$ cat config.mk
export PLATFORM = sky130hd
export DESIGN_NAME = right_shift_seq
export DESIGN_NICKNAME = d
export VERILOG_FILES = /design/src/rtl/right_shift_seq_pkg.sv /design/src/rtl/right_shift_seq_stage.sv /design/src/rtl/right_shift_seq.sv
export SDC_FILE = /design/constraint.sdc
export NUM_CORES = 1
export LEC_CHECK = 0
export ABC_AREA = 1
export BUFFER_PORTS_ARGS = -buffer_cell sky130_fd_sc_hd__buf_2
export CORE_MARGIN = 8
export CORE_UTILIZATION = 38
export CTS_BUF_LIST = sky130_fd_sc_hd__clkbuf_2 sky130_fd_sc_hd__clkbuf_4 sky130_fd_sc_hd__clkbuf_8
export CTS_CLUSTER_DIAMETER = 30
export DETAILED_ROUTE_END_ITERATION = 6
export HOLD_SLACK_MARGIN = 0.06
export PLACE_DENSITY = 0.65
export SLEW_MARGIN = 20
export SYNTH_ARGS = -nofsm -noshare
export SYNTH_HDL_FRONTEND = slang
export SYNTH_SLANG_ARGS = --single-unit
export TNS_END_PERCENT = 20
$ cat constraint.sdc
create_clock -name clk -period 3.2 [get_ports clk]
set_clock_uncertainty 0.05 [all_clocks]
set_input_delay 0.64 -clock clk [delete_from_list [all_inputs] [get_ports clk]]
set_output_delay 0.64 -clock clk [all_outputs]
set_load 0.05 [all_outputs]
$ cat src/rtl/right_shift_seq_pkg.sv
// rtl/right_shift_seq_pkg.sv - shared op/state encodings for the right shifter
//
// Purpose: Op encodings shared with the left shifter and ALU decode, FSM
//          state type, and a most-significant-set-bit helper used by the
//          early-exit build (SHIFT_EARLY_EXIT_EN).
// Ports:   none (package)
package right_shift_seq_pkg;

  localparam logic [1:0] OP_SRL = 2'b00;
  localparam logic [1:0] OP_SRA = 2'b01;
  localparam logic [1:0] OP_ROR = 2'b10;

  typedef enum logic {
    ST_IDLE  = 1'b0,
    ST_SHIFT = 1'b1
  } state_t;

  // Index of the highest set bit; 0 when no bit is set.
  function automatic int unsigned msb_pos(input logic [31:0] v);
    int unsigned p;
    p = 0;
    for (int i = 0; i < 32; i++) begin
      if (v[i]) p = i;
    end
    return p;
  endfunction

endpackage

$ cat src/rtl/right_shift_seq_stage.sv
// rtl/right_shift_seq_stage.sv - one binary-weighted right-shift stage
//
// Purpose: combinational stage that shifts work right by 2**k when enable
//          is set, filling vacated MSBs per op (SRL zero, SRA sign, ROR
//          wrapped LSBs). Reserved op 2'b11 behaves as SRL.
// Ports:
//   work   in  WIDTH  word entering the stage
//   enable in  1      apply this stage (Cnt[k])
//   k      in  CNTW   stage index, shift amount is 2**k
//   op     in  2      operation select
//   result out WIDTH  word leaving the stage
module right_stage
  import right_shift_seq_pkg::*;
#(
  parameter int WIDTH = 16,
  parameter int CNTW  = 4
) (
  input  logic [WIDTH-1:0] work,
  input  logic             enable,
  input  logic [CNTW-1:0]  k,
  input  logic [1:0]       op,
  output logic [WIDTH-1:0] result
);

  logic [CNTW:0]      amt;
  logic [CNTW:0]      rot_amt;
  logic [WIDTH-1:0]   shifted;

  always_comb begin
    amt     = (CNTW+1)'(1) << k;
    // Amount is at most WIDTH/2, so the wrap distance never reaches zero.
    rot_amt = (CNTW+1)'(WIDTH) - amt;
    case (op)
      OP_SRA:  shifted = $unsigned($signed(work) >>> amt);
      OP_ROR:  shifted = (work >> amt) | (work << rot_amt);
      default: shifted = work >> amt;
    endcase
    result = enable ? shifted : work;
  end

endmodule

$ cat src/rtl/right_shift_seq.sv
// rtl/right_shift_seq.sv - multi-cycle SRL/SRA/ROR shifter, one stage per clock
//
// Purpose: start/busy/done sequenced right shifter. A single right_stage is
//          reused for stages k = 0..CNTW-1. Build option SHIFT_EARLY_EXIT_EN
//          stops after the stage at the highest set bit of the latched Cnt.
// Ports:
//   clk   in  1      clock, rising edge
//   rst   in  1      synchronous reset, active-high
//   start in  1      request, accepted only when busy=0
//   In    in  WIDTH  operand, sampled on accept
//   Cnt   in  CNTW   shift amount, sampled on accept
//   Op    in  2      00 SRL, 01 SRA, 10 ROR, 11 as SRL
//   busy  out 1      stages in progress
//   done  out 1      one-cycle completion pulse
//   Out   out WIDTH  result register
module right_shift_seq
  import right_shift_seq_pkg::*;
#(
  parameter int WIDTH = 16,
  parameter int CNTW  = 4
) (
  input  logic             clk,
  input  logic             rst,
  input  logic             start,
  input  logic [WIDTH-1:0] In,
  input  logic [CNTW-1:0]  Cnt,
  input  logic [1:0]       Op,
  output logic             busy,
  output logic             done,
  output logic [WIDTH-1:0] Out
);

  state_t            state_q, state_d;
  logic [CNTW-1:0]   k_q;
  logic [WIDTH-1:0]  work_q;
  logic [CNTW-1:0]   cnt_q;
  logic [1:0]        op_q;
  logic [WIDTH-1:0]  stage_out;
  logic              last_stage;
  logic              accept;

  right_stage #(
    .WIDTH (WIDTH),
    .CNTW  (CNTW)
  ) u_stage (
    .work   (work_q),
    .enable (cnt_q[k_q]),
    .k      (k_q),
    .op     (op_q),
    .result (stage_out)
  );

  assign busy = (state_q == ST_SHIFT);

  always_comb begin
    accept = 1'b0;
`ifdef SHIFT_EARLY_EXIT_EN
    // Stages above the highest set Cnt bit would pass work through unchanged.
    last_stage = (32'(k_q) >= msb_pos(32'(cnt_q)));
`else
    last_stage = (k_q == CNTW'(CNTW-1));
`endif
    state_d = state_q;
    case (state_q)
      ST_IDLE: begin
        if (start) begin
          accept  = 1'b1;
          state_d = ST_SHIFT;
        end
      end
      ST_SHIFT: begin
        if (last_stage) state_d = ST_IDLE;
      end
      default: state_d = ST_IDLE;
    endcase
  end

  always_ff @(posedge clk) begin
    if (rst) begin
      state_q <= ST_IDLE;
      k_q     <= '0;
      work_q  <= '0;
      cnt_q   <= '0;
      op_q    <= '0;
      done    <= 1'b0;
      Out     <= '0;
    end else begin
      state_q <= state_d;
      done    <= 1'b0;
      if (accept) begin
        work_q <= In;
        cnt_q  <= Cnt;
        op_q   <= Op;
        k_q    <= '0;
      end else if (state_q == ST_SHIFT) begin
        work_q <= stage_out;
        k_q    <= k_q + CNTW'(1);
        if (last_stage) begin
          Out  <= stage_out;
          done <= 1'b1;
        end
      end
    end
  end

endmodule

Word-level counts from Yosys, hierarchy flattened
Index checks and enable logic that the tools add are counted.
Storage, ports and cells
  bits of input ports: 25
  output and inout port bits: 18
  flip-flop bits (word level): 44
Operators by class
  add/subtract/negate cells: 2
  $lt $le $gt $ge: 1
  reductions and logical operators: 4
  shift operators: 4
  muxes and demuxes: 11
  equality and inequality tests: 3
  bitwise gates (word level): 3
Operators with widths (count)
  16-bit two-way mux: 3
  16-bit one-hot mux with 2 select lines: 1
  16-bit OR: 1
  16-bit by 5-bit << shifter with 16-bit output: 1
  16-bit by 5-bit right shift with 16-bit output: 1
  16-bit by 5-bit >>> shifter with 16-bit output: 1
  1-bit two-way mux: 5
  1-bit by 4-bit << shifter with 5-bit output (first input constant): 1
  5-bit subtractor (first input constant): 1
  4-bit by 1-bit adder with 4-bit output (second input constant): 1
  4-bit by 2-bit == test with 1-bit output (second input constant): 1
  4-bit by 3-bit < comparator with 1-bit output (second input constant): 1
  3-bit AND reduction: 1
  3-bit OR reduction: 1
  1-bit binary-select mux with 2-bit select: 1
  2-bit by 1-bit == test with 1-bit output (second input constant): 1
  2-bit == test (second input constant): 1
  1-bit NOT: 2
  1-bit one-hot mux with 2 select lines: 1
  2-bit nonzero test: 1
  2-bit OR reduction: 1

Logic depth before layout (Yosys ltp)
Gate-level depths: netlist of the first run.
  depth in word-level cells: 8
  gate-level depth with buffers: 20
  mapped depth without buffers: 18

By module
From an unflattened synthesis of the first run, not the netlist that was laid out.
Second synthesis, totals
  cells, all modules: 644
  area, all modules: 3739.8 µm²
By module, submodules not included
  right_stage: area an instance 1910.6 µm², cells each 392, sequential area each 0.0 µm², times used 1
  right_shift_seq: area an instance 1829.3 µm², cells each 252, sequential area each 880.8 µm², times used 1

Worst setup path after synthesis of the first run
OpenSTA, ideal clock, no wires.
  path kind: register to register
  start point: reg k_q[1]
  end point: reg work_q[9]
  data arrival time: 2589 ps
  setup slack: 490 ps
  stages on the path, launching flop included: 20
  setup time: 71 ps
  clock period less this slack: 2710 ps
  buffers on the path: 4
  cells stage by stage: dfxtp_1 inv_1 ha_1 buf_2 nand2_8 buf_6 ha_1 buf_2 inv_1 clkbuf_1 nand3_1 nand2_1 nand2_1 a21oi_1 o21ai_1 nand2_1 nand2_1 nand2_1 nand2_1 a21oi_1
Between the ends
  longest elaborated chain between the ends: 8
RTL lines
  start: declaration: line right_shift_seq.sv:34  | logic [CNTW-1:0] k_q;
  start signal: assignment: line right_shift_seq.sv:97  | k_q <= k_q + CNTW'(1);
  1-bit by 4-bit << shifter with 5-bit output: line right_shift_seq_stage.sv:30  | amt = (CNTW+1)'(1) << k;
  5-bit subtractor: line right_shift_seq_stage.sv:32  | rot_amt = (CNTW+1)'(WIDTH) - amt;
  16-bit by 5-bit << shifter with 16-bit output: line right_shift_seq_stage.sv:35  | OP_ROR: shifted = (work >> amt) | (work << rot_amt);
  16-bit OR: line right_shift_seq_stage.sv:35
  16-bit one-hot mux with 2 select lines: line right_shift_seq_stage.sv:33  | case (op)
  16-bit two-way mux (*): line right_shift_seq_stage.sv:38  | result = enable ? shifted : work;
  16-bit two-way mux (*): line right_shift_seq.sv:95  | end else if (state_q == ST_SHIFT) begin
  16-bit two-way mux (*): line right_shift_seq.sv:90  | if (accept) begin
  end signal: assignment: line right_shift_seq.sv:91  | work_q <= In;
  end signal: assignment: line right_shift_seq.sv:96  | work_q <= stage_out;
  end: declaration: line right_shift_seq.sv:35  | logic [WIDTH-1:0] work_q;
Mark *: on every way between the ends. The rest lies on a longest branch, timed or not. The select of a mux whose other input is x is not followed.
A chain may end at the register's enable or synchronous reset.

Final worst setup path of the first run
  start point: reg k_q[0]
  end point: reg work_q[5]
Same word-level chain as after synthesis.

==> results_dict.tcl, run 1 <==
set metrics [dict create \
    status "complete, no violations" \
    worstPathCellList "inv_2 -> ha_1 -> nand3_1 -> inv_2 -> nor2_4 -> buf_4 -> nand2_1 -> o21ai_0 -> a21oi_1 -> o21ai_0 -> nand2_1 -> a21oi_1 -> nor2_1" \
    relSlewSlack_pct 63.6 \
    min_period_ns 2.80 \
    layout-drive-gt1-share_pct 16.7 \
    p_leak_nw 2.26 \
    hold_viol 0 \
    grt_pass1_vias 4661 \
    place_ws_ns 0.461 \
    arrival_ns 2.92 \
    clock_latency_ns 0.31 \
    setup_ws_ns 0.398 \
    multi_input_area_um2 2710 \
    synth_area_leader_cell "nand2_1" \
    sw_frac_of_total_pct 40.5 \
    cts-root-buf "clkbuf_8" \
    cts_max_path_buffers 2 \
    syn_to_final_growth_pct 10.5 \
    finalNetCount 757 \
    finalCritPeriodShare_pct 87.5 \
    crit_type "flop to flop" \
    rsz0062_at_grt "false" \
    core-area_um2 10300 \
    fill_cells 1174 \
    synth_area_um2 4050 \
    worstSetupStartpoint "k_q[0]" \
    ys_ff_latch 44 \
    port_buffers 42 \
    seqPwrFrac_pct 34.6 \
    gp_congestion 1.02 \
    slew_violations 0 \
    num_rows 37 \
    dp_hpwl_um 12600 \
    critPathBufInv 3 \
    crit_slowest_cell "dfxtp_1" \
    async_reset_ff_share_pct 0 \
    die_x_um 119 \
    clock-sinks 44 \
    drtAntennaViolNets 0 \
    ff2ff_setup_slack_ns 0.40 \
    clock_power_share_pct 26.8 \
    cts_tree "done" \
    grt_max_degree 27 \
    num_vias 4809 \
    htree_levels 2 \
    start_kind "flop" \
    worst_pin_slew_ns 0.544 \
    synthTopCellsByArea "nand2_1 (23%), dfxtp_1 (22%), nand3_1 (16%)" \
    hold_class "flop to flop" \
    reg2reg_from "k_q[0]" \
    worstHoldStart "Out[13]" \
    insertedDiodeCount 0 \
    cts_made_buffers 5 \
    ctsHoldBuffers 0 \
    powerDensity_nw_per_um2 379 \
    setup_viol 0 \
    crit_path_max_fanout 9 \
    io_pins 43 \
    drv_cap 0 \
    endpoint_kind "flop" \
    finalSetupTns_ns 0 \
    dieArea_um2 14200 \
    seq_area_frac_synth_pct 21.8 \
    clk_pin_slew_ns 0.10 \
    route.detailed.vias_per_inst 5.59 \
    firstDrtPassIters 7 \
    ir_drop_mv 0.296 \
    combPwrFrac_pct 38.6 \
    drtIter0Drc 403 \
    syn-num-nets 724 \
    wirelength_um 16000 \
    drc 0 \
    antenna_found_initial 0 \
    totalPowerFinal_w 0.00170 \
    yosysWarnings 0 \
    seq_area_um2 881 \
    synthFlopType "dfxtp_1" \
    track_usage_pct 22.0 \
    fin_util_pct 43.3 \
    grt_pass1_wl_um 25000 \
    critPathMaxStageDelay_ns 0.44 \
    cp_top_family "simple AND/OR/NAND/NOR gates" \
    post_cts_resized 0 \
    ys_top_cells_by_count "nand2_1 (244), nand3_1 (131), inv_1 (49), dfxtp_1 (44), a21oi_1 (43)" \
    synth.top_cell.area_share_pct 22.6 \
    cp.required_ns 3.32 \
    p_sw_w 0.000688 \
    wire_per_inst_um 18.5 \
    p_int_w 0.00101 \
    grt.overflow.total 0 \
    start_util_pct 39.2 \
    synth.most_common_cell "nand2_1" \
    syn_inst 691 \
    syn_avg_cell_area_um2 5.86 \
    post-cts-setup-buffers 0 \
    synth_cell_type_count 41 \
    die_h_um 119 \
    whs_ns 0.406 \
    synth_edf_count 0 \
    fmax_mhz 357 \
]
[tightest hold or removal path, stage by stage, from the launching register on]
cell and delay [ns]:
dfxtp_1 0.32, nand2_1 0.06, nand2_1 0.04
[final timing paths]
kind,to,cells after the start
max,work_q[5],13
max reg2reg,work_q[5],13
min reg2reg,Out[13],2
min,Out[13],2
[layout by cell type (no fill, tap or decap), drive strengths merged, types with 2 or more instances in the layout]
cell type,count
a211oi,3
a21oi,46
a31oi,2
buf,63
clkbuf,5
dfxtp,44
ha,8
inv,59
nand2,263
nand3,140
nand4,5
nor2,30
o211ai,7
o21a,2
o21ai,37
or2,3
[sequential cells by signal, indices dropped and copies added (netlist names)]
signal	cells
Out	16
work_q	16
cnt_q	4
k_q	4
op_q	2
busy	1
done	1
[routing by layer]
| layer | track usage, % | share of wire [%] |
|---|---|---|
| met1 | 27.2 | 42 |
| met2 | 35.8 | 45 |
| met3 | 3.87 | 7.3 |
| met4 | 11.7 | 5.2 |
| met5 | 0 | 0 |
[logic make-up (layout without fill, tap and decap cells)]
logic type,count (synthesis),count (layout),synth area share [%]
compound gates,100,100,14.2
fa+ha+maj,8,8,2.47
buf+inv,96,130,11.2
flops,44,44,21.8
simple gates,443,443,50.4
[power groups by stage]
stage / logic, W / clock network, W / registers, W
floorplan: 0.000464 / 0 / 0.000596
detailed placement: 0.000640 / 0 / 0.000600
CTS: 0.000643 / 0.000464 / 0.000587
global placement: 0.000647 / 0 / 0.000600
global route: 0.000721 / 0.000483 / 0.000591
finish: 0.000655 / 0.000454 / 0.000588
[stage by stage]
step	std cells	instance area, µm²
6_report	861	4470
5_1_grt	861	4470
4_1_cts	861	4470
3_5_place_dp	853	4360
3_3_place_gp	853	4360
2_1_floorplan	691	4050
[area by class of cell]
class                   instances  area share (%)
repair buffers                 63            8.22
clock buffers                   5            1.54
inverters                      59            5.06
flip-flops and latches         44            19.7
clock inverters                 3            1.03
well taps                     136            3.80
multi-input cells             551            60.7
(Power assumes the default switching activity.)
==> run 2, diff against run 1 <==
BUFFER_PORTS_ARGS = unset   (was -buffer_cell sky130_fd_sc_hd__buf_2)
DONT_BUFFER_PORTS = 1   (was unset)
PLACE_DENSITY = 0.61   (was 0.65)
==> run 2 against run 1 <==
  * First-iteration DRC count grew 46%
  * Non-clock buffer count shrank 50
  * Power shrank 2.1%
  * Global-route usage shrank 0.81 points
  * Via count shrank 3.4%
  * Sequential share of layout area grew 1.2 points
  * Critical path depth grew 2
==> results_dict.tcl, run 2 (synthesis results as in run 1) <==
set metrics [dict create \
    gp_congestion 1.05 \
    arrival_ns 3.07 \
    worstSetupStartpoint "k_q[1]" \
    finalSetupTns_ns 0 \
    die_x_um 119 \
    drtIter0Drc 589 \
    ff2ff_setup_slack_ns 0.32 \
    wire_per_inst_um 18.9 \
    hold_viol 0 \
    finalCritPeriodShare_pct 90.0 \
    layout-drive-gt1-share_pct 10.8 \
    slew_violations 0 \
    cts_max_path_buffers 2 \
    seqPwrFrac_pct 35.5 \
    cp_top_family "simple AND/OR/NAND/NOR gates" \
    whs_ns 0.343 \
    rsz0062_at_grt "false" \
    p_int_w 0.00101 \
    reg2reg_from "k_q[1]" \
    post_cts_resized 0 \
    fill_cells 1134 \
    port_buffers 0 \
    clk_pin_slew_ns 0.09 \
    core-area_um2 10300 \
    insertedDiodeCount 0 \
    critPathBufInv 2 \
    critPathMaxStageDelay_ns 0.39 \
    crit_slowest_cell "inv_1" \
    critPathCapture "work_q[9]" \
    clock-sinks 44 \
    use_met1_pct 27.4 \
    worst_pin_slew_ns 0.769 \
    biggestRegsByFlops "Out x16, work_q x16" \
    cts_tree "done" \
    hold_class "input pin to flop" \
    grt.overflow.total 0 \
    start_util_pct 39.2 \
    p_sw_w 0.000653 \
    firstDrtPassIters 6 \
    sw_frac_of_total_pct 39.3 \
    status "complete, no violations" \
    track_usage_pct 21.2 \
    grt_pass1_vias 4524 \
    p_leak_nw 2.03 \
    dieArea_um2 14200 \
    combPwrFrac_pct 36.9 \
    use_met3_pct 3.87 \
    finalNetCount 707 \
    drc 0 \
    io_pins 43 \
    layout_commonest_cell "nand2_1" \
    min_period_ns 2.88 \
    post-cts-setup-buffers 0 \
    cp.depth 15 \
    powerDensity_nw_per_um2 394 \
    num_vias 4644 \
    top_usage_layer "met2" \
    wirelength_um 15300 \
    crit_type "flop to flop" \
    clock_power_share_pct 27.6 \
    dp_hpwl_um 11900 \
    htree_levels 2 \
    fmax_mhz 347 \
    ctsHoldBuffers 0 \
    endpoint_kind "flop" \
    start_kind "flop" \
    syn_to_final_growth_pct 4.17 \
    cts-root-buf "clkbuf_8" \
    grt_pass1_wl_um 24200 \
    worstReg2RegEnd "work_q[9]" \
    setup_viol 0 \
    met2_usage_pct 33.1 \
    worst_r2r_path_depth 15 \
    route.detailed.vias_per_inst 5.73 \
    totalPowerFinal_w 0.00166 \
    cpMostUsedCell "nand2_1" \
    worstPathCellList "inv_1 -> ha_1 -> nand2_8 -> ha_1 -> inv_1 -> nand3_1 -> nand2_1 -> nand2_1 -> a21oi_1 -> o21ai_1 -> nand2_1 -> nand2_1 -> nand2_1 -> nand2_1 -> a21oi_1" \
    grt_max_degree 28 \
    final_cell_mix "nand2_1 (244), nand3_1 (131), inv_1 (49)" \
    cp.required_ns 3.39 \
    antenna_found_initial 0 \
    ir_drop_mv 0.292 \
    drtAntennaViolNets 0 \
    cts_made_buffers 5 \
    clock_latency_ns 0.30 \
    crit_path_max_fanout 18 \
    num_rows 37 \
    relSlewSlack_pct 48.8 \
    drv_cap 0 \
    die_h_um 119 \
]
==> run 2: cell count changes in the layout (fill, tap and decap cells not counted), sizes merged <==
cell and change:
inv -1, clkbuf +1, buf -50, clkinv +1, clkinvlp -1
==> run 2: final cells by class <==
type                            instances  area (µm²)  area share (%)
Multi-Input combinational cell        551        2720            64.5
Sequential cell                        44         881            20.9
Inverter                               59         226            5.37
Tap cell                              136         170            4.04
Timing Repair Buffer                   13        97.6            2.31
Clock buffer                            6        82.6            1.96
Clock inverter                          2        38.8           0.920
==> run 2: worst min path at each step <==
stage	depth (start not counted)	to	start	slack (ns)
2_1_floorplan	2	cnt_q[0]	cnt_q[0]	0.39
3_3_place_gp	2	cnt_q[0]	cnt_q[0]	0.41
3_5_place_dp	2	cnt_q[1]	cnt_q[1]	0.42
4_1_cts	1	work_q[1]	rst	0.33
5_1_grt	1	work_q[1]	rst	0.33
6_report	1	work_q[1]	rst	0.34
==> run 2: routing by layer <==
layer  vias up  share of wire, %
met2       253                45
li1       2232                 -
met1      2115                42
met3        44               9.4
met5         -                 0
met4         0               4.3
==> run 2: metrics by stage <==
| step | cell area (µm²) | setup slack [ns] | utilization, % | instances |
|---|---|---|---|---|
| after global placement | 4090 | 0.400 | 39.6 | 803 |
| after CTS | 4210 | 0.297 | 40.8 | 811 |
| after detailed placement | 4090 | 0.322 | 39.6 | 803 |
| final | 4220 | 0.320 | 40.8 | 811 |
| after global routing | 4220 | 0.0730 | 40.8 | 811 |
| after floorplan | 4050 | 0.490 | - | 691 |
==> run 2: worst register-to-register path: stages, from the launching register on <==
cell and delay, ns:
dfxtp_1 0.35, inv_1 0.14, ha_1 0.28, nand2_8 0.15
ha_1 0.32, inv_1 0.39, nand3_1 0.18, nand2_1 0.11
nand2_1 0.06, a21oi_1 0.29, o21ai_1 0.10, nand2_1 0.07
nand2_1 0.06, nand2_1 0.08, nand2_1 0.05, a21oi_1 0.14
==> run 2: power groups by stage <==
stage | Sequential [W] | Clock (W) | Combinational (W)
after floorplan | 0.000596 | 0 | 0.000464
after global placement | 0.000601 | 0 | 0.000602
after detailed placement | 0.000603 | 0 | 0.000598
after CTS | 0.000590 | 0.000471 | 0.000599
after global routing | 0.000593 | 0.000485 | 0.000679
final | 0.000590 | 0.000459 | 0.000613
